==> config.mk <==
export PLATFORM = sky130hd
export DESIGN_NAME = pfd_stim_gen
export DESIGN_NICKNAME = d
export VERILOG_FILES = /design/src/rtl/pfd_stim_gen.sv
export SDC_FILE = /design/constraint.sdc
export NUM_CORES = 1
export LEC_CHECK = 0
export ABC_AREA = 1
export CAP_MARGIN = 40
export CORE_MARGIN = 2
export CORE_UTILIZATION = 30
export CTS_BUF_LIST = sky130_fd_sc_hd__clkbuf_4 sky130_fd_sc_hd__clkbuf_8
export DETAILED_ROUTE_END_ITERATION = 10
export DONT_BUFFER_PORTS = 1
export PLACE_DENSITY = 0.53
export SYNTH_ARGS = -nofsm -noshare
export SYNTH_HDL_FRONTEND = slang
export SYNTH_SLANG_ARGS = --single-unit
==> constraint.sdc <==
create_clock -name Clk -period 7 [get_ports Clk]
set_input_delay 0.35 -clock Clk [delete_from_list [all_inputs] [get_ports Clk]]
set_output_delay 0.35 -clock Clk [all_outputs]
set_load 0.02 [all_outputs]
==> src/rtl/pfd_stim_gen.sv <==
// rtl/pfd_stim_gen.sv - two-phase burst stimulus generator for the PLL phase-frequency detector
module pfd_stim_gen #(
    parameter int CNT_W = 8,
    parameter int NUM_W = 8
) (
    input  logic             Clk,
    input  logic             Reset,
    input  logic             Start,
    input  logic             Stop,
    input  logic [CNT_W-1:0] Half_period,
    input  logic [CNT_W-1:0] Offset,
    input  logic             Lead_b,
    input  logic [NUM_W-1:0] Num_edges,
    output logic             A,
    output logic             B,
    output logic             Busy,
    output logic             Done
);

    typedef enum logic {
        S_IDLE = 1'b0,
        S_RUN  = 1'b1
    } state_t;

    state_t           state_q, state_d;
    logic [CNT_W-1:0] half_q, half_d;
    logic [CNT_W-1:0] lag_q, lag_d;
    logic [CNT_W-1:0] phase_q, phase_d;
    logic [NUM_W-1:0] num_q, num_d;
    logic [NUM_W-1:0] lead_cnt_q, lead_cnt_d;
    logic [NUM_W-1:0] lag_cnt_q, lag_cnt_d;
    logic             lead_b_q, lead_b_d;
    logic             a_q, a_d;
    logic             b_q, b_d;
    logic             busy_q, busy_d;
    logic             done_q, done_d;

    logic [CNT_W-1:0] half_eff;
    logic [CNT_W-1:0] phase_nxt;
    logic [NUM_W-1:0] lead_cnt_nxt;
    logic [NUM_W-1:0] lag_cnt_nxt;
    logic             lead_tog;
    logic             lag_tog;

    always_comb begin
        half_eff  = (Half_period == '0) ? CNT_W'(1) : Half_period;
        // phase_nxt is the elapsed cycle count since Start, modulo the half-period
        phase_nxt = (phase_q == half_q - CNT_W'(1)) ? '0 : phase_q + CNT_W'(1);
        lead_tog  = (phase_nxt == '0) && (lead_cnt_q < num_q);
        lead_cnt_nxt = lead_cnt_q + NUM_W'(lead_tog);
        // lag edge k may only follow lead edge k; this also covers a zero lag
        lag_tog   = (phase_nxt == lag_q) && (lag_cnt_q < lead_cnt_nxt);
        lag_cnt_nxt = lag_cnt_q + NUM_W'(lag_tog);

        state_d    = state_q;
        half_d     = half_q;
        lag_d      = lag_q;
        phase_d    = phase_q;
        num_d      = num_q;
        lead_cnt_d = lead_cnt_q;
        lag_cnt_d  = lag_cnt_q;
        lead_b_d   = lead_b_q;
        a_d        = a_q;
        b_d        = b_q;
        done_d     = 1'b0;

        case (state_q)
            S_IDLE: begin
                if (Start) begin
                    state_d    = S_RUN;
                    half_d     = half_eff;
                    lag_d      = (Offset > half_eff - CNT_W'(1)) ? half_eff - CNT_W'(1) : Offset;
                    num_d      = Num_edges;
                    lead_b_d   = Lead_b;
                    phase_d    = '0;
                    lead_cnt_d = '0;
                    lag_cnt_d  = '0;
                    a_d        = 1'b0;
                    b_d        = 1'b0;
                end
            end
            S_RUN: begin
                if (Stop) begin
                    state_d = S_IDLE;
                    a_d     = 1'b0;
                    b_d     = 1'b0;
                end else begin
                    phase_d    = phase_nxt;
                    lead_cnt_d = lead_cnt_nxt;
                    lag_cnt_d  = lag_cnt_nxt;
                    a_d        = a_q ^ (lead_b_q ? lag_tog : lead_tog);
                    b_d        = b_q ^ (lead_b_q ? lead_tog : lag_tog);
                    if (lag_cnt_nxt == num_q) begin
                        state_d = S_IDLE;
                        done_d  = 1'b1;
                    end
                end
            end
        endcase

        busy_d = (state_d == S_RUN);
    end

    always_ff @(posedge Clk or posedge Reset) begin
        if (Reset) begin
            state_q    <= S_IDLE;
            half_q     <= CNT_W'(1);
            lag_q      <= '0;
            phase_q    <= '0;
            num_q      <= '0;
            lead_cnt_q <= '0;
            lag_cnt_q  <= '0;
            lead_b_q   <= 1'b0;
            a_q        <= 1'b0;
            b_q        <= 1'b0;
            busy_q     <= 1'b0;
            done_q     <= 1'b0;
        end else begin
            state_q    <= state_d;
            half_q     <= half_d;
            lag_q      <= lag_d;
            phase_q    <= phase_d;
            num_q      <= num_d;
            lead_cnt_q <= lead_cnt_d;
            lag_cnt_q  <= lag_cnt_d;
            lead_b_q   <= lead_b_d;
            a_q        <= a_d;
            b_q        <= b_d;
            busy_q     <= busy_d;
            done_q     <= done_d;
        end
    end

    assign A    = a_q;
    assign B    = b_q;
    assign Busy = busy_q;
    assign Done = done_q;

endmodule

After elaboration in Yosys (flattened, before gate mapping)
Index checks and enable logic that the tools add are counted.
{"block": "word_totals", "regBits": 53, "in_bits": 29, "out_inout_bits": 4}
{"block": "classes", "addsub": 5, "n_lt_le_gt_ge": 3, "n_eq_ne": 5, "n_mux": 24, "bitwise": 3, "n_reduce_logical": 6}
{"op": "two-way mux 8 bit", "n": 7}
{"op": "one-hot mux 8 bit (2 select lines)", "n": 3}
{"op": "== test 8 bit", "n": 3}
{"op": "adder 8 x 1 -> 8 bit", "n": 2}
{"op": "logical NOT 8 bit", "n": 2}
{"op": "less-than comparator 8 bit", "n": 2}
{"op": "subtractor 8 x 1 -> 8 bit (second input constant)", "n": 2}
{"op": "two-way mux 1 bit", "n": 11}
{"op": "adder 8 x 1 -> 8 bit (second input constant)", "n": 1}
{"op": "greater-than comparator 8 bit", "n": 1}
{"op": "one-hot mux 1 bit (2 select lines)", "n": 3}
{"op": "!= test 2 bit (second input constant)", "n": 2}
{"op": "AND reduction 2 bit", "n": 2}
{"op": "logical AND 1 bit", "n": 2}
{"op": "bitwise XOR 1 bit", "n": 2}
{"op": "NOT 1 bit", "n": 1}

Depth between registers and ports, before layout
{"block": "depth", "word_depth": 13, "mapped_depth": 42, "ltp_nobuf": 41}

Worst setup path after synthesis
No wires, ideal clock.
{"block": "synth_path", "path_type": "reg-to-reg", "start": "register half_q[0]", "end": "register busy_q, in the netlist Busy", "setup_ns": 0.120, "arrival_ns": 4.885, "setup_slack_ns": 1.996, "stages_incl_launch_ff": 39, "path_buffers": 1, "period_less_slack_ns": 5.004, "path_cell_list": "dfstp_2 > inv_2 > ha_1 > inv_1 > nand2_1 > nand2_1 > nand2_1 > nor2_2 > nand3_2 > nor2_4 > nand2_4 > buf_6 > nand2_2 > nand4_1 > inv_1 > nand3_1 > inv_1 > ha_1 > [... 3 more ...] > nor3_1 > xor2_1 > ha_1 > a21oi_1 > o21ai_1 > nor3_2 > nand2_2 > inv_1 > ha_1 > ha_1 > nand4_1 > nor2_1 > xor2_1 > xor2_1 > nor4_1 > nand4_1 > o21ai_0 > inv_1"}
{"block": "synth_between", "elab_chain_cells": 13}
{"item": "start, declared", "line": "26", "text": "logic [CNT_W-1:0] half_q, half_d;"}
{"item": "start signal, assigned", "line": "120", "text": "half_q <= half_d;"}
{"item": "subtractor 8 x 1 -> 8 bit *", "line": "48", "text": "phase_nxt = (phase_q == half_q - CNT_W'(1)) ? '0 : phase_q + CNT_W'(1);"}
{"item": "== test 8 bit *", "line": "48"}
{"item": "two-way mux 8 bit *", "line": "48"}
{"item": "logical NOT 8 bit", "line": "49", "text": "lead_tog = (phase_nxt == '0) && (lead_cnt_q < num_q);"}
{"item": "logical AND 1 bit", "line": "49"}
{"item": "adder 8 x 1 -> 8 bit", "line": "50", "text": "lead_cnt_nxt = lead_cnt_q + NUM_W'(lead_tog);"}
{"item": "less-than comparator 8 bit", "line": "52", "text": "lag_tog = (phase_nxt == lag_q) && (lag_cnt_q < lead_cnt_nxt);"}
{"item": "logical AND 1 bit *", "line": "52"}
{"item": "adder 8 x 1 -> 8 bit *", "line": "53", "text": "lag_cnt_nxt = lag_cnt_q + NUM_W'(lag_tog);"}
{"item": "== test 8 bit *", "line": "93", "text": "if (lag_cnt_nxt == num_q) begin"}
{"item": "two-way mux 1 bit *", "line": "93"}
{"item": "two-way mux 1 bit *", "line": "83", "text": "if (Stop) begin"}
{"item": "one-hot mux 1 bit (2 select lines) *", "line": "67", "text": "case (state_q)"}
{"item": "net busy_d", "line": "35", "text": "logic busy_q, busy_d;"}
{"item": "end signal, assigned", "line": "129", "text": "busy_q <= busy_d;"}
{"item": "end, declared", "line": "35"}
Mark *: on every way through the listed nets, which the timed path passes. The rest lies on a longest branch.
A chain may end at the register's enable or synchronous reset.

Worst setup path after layout
Same ends and word-level chain as after synthesis.

==> qor.log <==
[cts] later-pin clock latency in the skew report 0.32 ns
[synthesis] cell types with the largest area share after synthesis sky130_fd_sc_hd__dfrtp_1 36%, sky130_fd_sc_hd__nand2_1 12%, sky130_fd_sc_hd__ha_1 10%
[synthesis] Post-synth EDFFs 0
[synthesis] post-synthesis instance area 0.00364 mm²
[final_layout] # diodes 0
[floorplan] starting density of the core 30.6%
[timing] final setup violating endpoints 0
[critical_path] worst-path cell with the longest stage delay sky130_fd_sc_hd__dfstp_2
[cts] clock slew seen by the registers of the worst setup and hold paths 0.10 ns
[final_layout] total of fill cells in the finished design 1,305
[synthesis] portion of synthesized cell area occupied by the leading cell type 35.7%
[pwr] switching power of the nets 0.439 mW
[cts] clk sinks 53
[floorplan] Core Region 0.0119 mm²
[cts] number of CTS-inserted buffers 5
[grt] number of global-route vias before repair 3,041
[critical_path] minimum setup slack among reg-to-reg paths 1.10 ns
[grt] number of antenna violations at the first check in global routing 0
[critical_path] Max stage delay on crit path 0.58 ns
[final_layout] number of non-filler instances in the completed layout 634
[critical_path] classification of the worst setup path register to register
[synthesis] synthesized netlist net count 546
[critical_path] Worst Reg2Reg Path Length in Cells 37
[pwr] Logic pwr share 40.5%
[final_layout] proportion of layout cells with a drive suffix above 1 7.39%
[timing] final-layout setup total negative slack 0 ns
[timing] count of endpoints failing hold in the final timing report 0
[placement] Placer Congestion 0.830
[critical_path] maximum fanout count along the critical path 15
[synthesis] Yosys warning count 0
[critical_path] reg-to-reg critical path endpoint Busy
[floorplan] count of pins on the block boundary 33
[cts] post-CTS sizing 0
[synthesis] share of synthesized registers carrying an async set or reset 100%
[synthesis] total of flip-flops plus latches after synthesis 53
[timing] worst clock skew 0.0116 ns
[final_layout] Nets 544
[final_layout] Sequential cell area 0.00133 mm²
[pwr] overall power after layout 1.04 mW
[timing] Achievable Freq 169 MHz
[timing] tightest hold margin 0.0943 ns
[timing] transition time of the tightest slew-check pin 0.866 ns
[floorplan] DIE WIDTH 114 µm
[drt] remaining antenna violation count after routing 0
[synthesis] gate count of the mapped netlist 488
[drt] Total Routed Length 8.69 mm
[cts] post-CTS setup buffers 0
[critical_path] Startpoint Class register
[drt] DR vias 3,087
[timing] final max-slew violation count 0
[synthesis] post-synthesis sequential area ratio 36.4%
[final_layout] Multi-input gate area 0.00200 mm²
[synthesis] cell type with the highest aggregate area in the netlist sky130_fd_sc_hd__dfrtp_1
[critical_path] worst endpoint required time 7.21 ns
[synthesis] Yosys cell types 32
[cts] cell at the root of the clock tree sky130_fd_sc_hd__clkbuf_8
[grt] pin count of the biggest net entering global routing 54
[placement] total instance count after detailed placement 626
[synthesis] most instantiated cells after synthesis 121 x sky130_fd_sc_hd__nand2_1, 66 x sky130_fd_sc_hd__inv_1, 52 x sky130_fd_sc_hd__dfrtp_1, 40 x sky130_fd_sc_hd__o21ai_0, 31 x sky130_fd_sc_hd__nor2_1
[grt] remaining global-route overflow 0
[pwr] Leakage Power 1.90 nW
[outcome] outcome finished clean
[grt] global-route wire length before repair 14.8 mm
[floorplan] height of the die 114 µm
[critical_path] Critical path origin half_q[0]
[cts] H-tree Lvls 2
[pwr] total power density per cell area 267 mW/mm²
[final_layout] Syn-to-layout area delta 6.80%
[drt] number of violations reported at the end of detailed-routing iteration 0 143
[timing] Final Critical Period 5.90 ns
[placement] placed wire-length estimate after detailed placement 6.64 mm
[hold_path] hold crit path type primary input to asynchronous set/reset pin
[floorplan] std cell rows 40
[pwr] largest vdd supply drop 0.113 mV
[timing] unrepaired setup endpoints after global routing no
[critical_path] Crit Reg-Reg Startpoint half_q[0]
[synthesis] synthesized area per cell 7.47 µm²
[drt] routed vias/inst 4.87
[cts] maximum number of buffers from clock root to sink 2
[floorplan] Die Area 0.0130 mm²
[pwr] part of the power in registers 41.6%
[drt] DRC 0
[synthesis] most common cell in the netlist sky130_fd_sc_hd__nand2_1
[critical_path] endpoint kind of the worst setup timing path register
[timing] Max-Slew Margin vs Limit 42.1%
[placement] Port Buf Inserts 0
[critical_path] most numerous cell on the critical path sky130_fd_sc_hd__nand2_1
[grt] overall routing resource usage 14.2%
[cts] TritonCTS clock tree built
[pwr] internal power 0.600 mW
[timing] final critical-path share of the clock period 84.3%
[pwr] clock share of power 17.9%
[drt] detailed-route wire length per cell 13.7 µm
[cts] Post-CTS Hold Fix Bufs 0
[drt] Detailed Routing Iterations Pass 1 4
[job] max-capacitance violation count 0
[critical_path] critical path arrival 6.12 ns
[pwr] Sw Share 42.3%
[synthesis] Top FF cell, synth sky130_fd_sc_hd__dfrtp_1
## registers in the layout, summed over array words and instances, names as in the netlist
signal,count
half_q,8
lag_cnt_q,8
lag_q,8
lead_cnt_q,8
num_q,8
phase_q,8
A,1
B,1
Busy,1
Done,1
lead_b_q,1
## cell type report
cell class / instances / share of cell area (%)
inverters: 72 / 6.94
clock buffers: 6 / 2.12
multi-input cells: 352 / 51.4
repair buffers: 2 / 0.386
clock inverters: 2 / 0.354
flip-flops and latches: 53 / 34.1
well taps: 147 / 4.73
## worst max path at each step
stage	end	slack, ns	depth (start not counted)
after floorplan	Busy	2.00	38
after global placement	Busy	1.40	37
after detailed placement	Busy	1.16	37
after CTS	Busy	1.15	37
after global routing	Busy	0.53	37
final	Busy	1.10	37
## layer usage
| layer | vias up | GRT usage (%) | routed length, µm |
|---|---|---|---|
| met5 | - | 0 | 0 |
| met4 | 0 | 4.15 | 106 |
| met3 | 6 | 2.12 | 268 |
| met2 | 58 | 23.3 | 3980 |
| met1 | 1436 | 19.5 | 4330 |
| li1 | 1587 | - | - |
## through the flow
| step | worst slack (ns) | utilization [%] | area [µm²] |
|---|---|---|---|
| CTS | 1.15 | 32.7 | 3890 |
| global placement | 1.40 | 31.9 | 3800 |
| finish | 1.10 | 32.7 | 3890 |
| global route | 0.530 | 32.7 | 3890 |
| detailed placement | 1.16 | 31.9 | 3800 |
| floorplan | 2.00 | - | 3640 |
## cell families (layout without fill, tap and decap cells)
logic type	count (synthesis)	in the layout	synth area share, %
and+or+nand+nor	210	210	25.5
xor gates and xnor gates	27	27	6.49
AOI/OAI and AO/OA	86	86	12.9
adders and majority gates	29	29	9.96
buffers and inverters	83	82	8.79
DFF	53	53	36.4
## power by group through the flow
stage / clock network (mW) / logic (mW) / registers [mW]
floorplan: 0 / 0.341 / 0.421
global placement: 0 / 0.422 / 0.438
detailed placement: 0 / 0.424 / 0.438
CTS: 0.195 / 0.426 / 0.432
global route: 0.204 / 0.487 / 0.444
finish: 0.186 / 0.421 / 0.432
## critical path, delay by kind of cell, from the launching register on
kind	cells	cell delay [ns]
xor gates and xnor gates	3	0.60
DFF	1	0.58
AOI/OAI and AO/OA	3	0.49
and+or+nand+nor	20	2.63
buffers and inverters	6	0.41
adders and majority gates	5	1.10
## cell usage in the layout (no fill, tap or decap), drive strengths merged, types with 2 or more instances in the layout
cell / count
a21oi: 19
xor2: 20
o22ai: 17
clkinv: 4
nand2: 130
nor3: 5
nand3: 31
inv: 70
o21ai: 43
nand4: 7
xnor2: 7
o211ai: 4
ha: 29
buf: 2
clkbuf: 6
nor2: 36
dfrtp: 52
(Power assumes the default switching activity.)
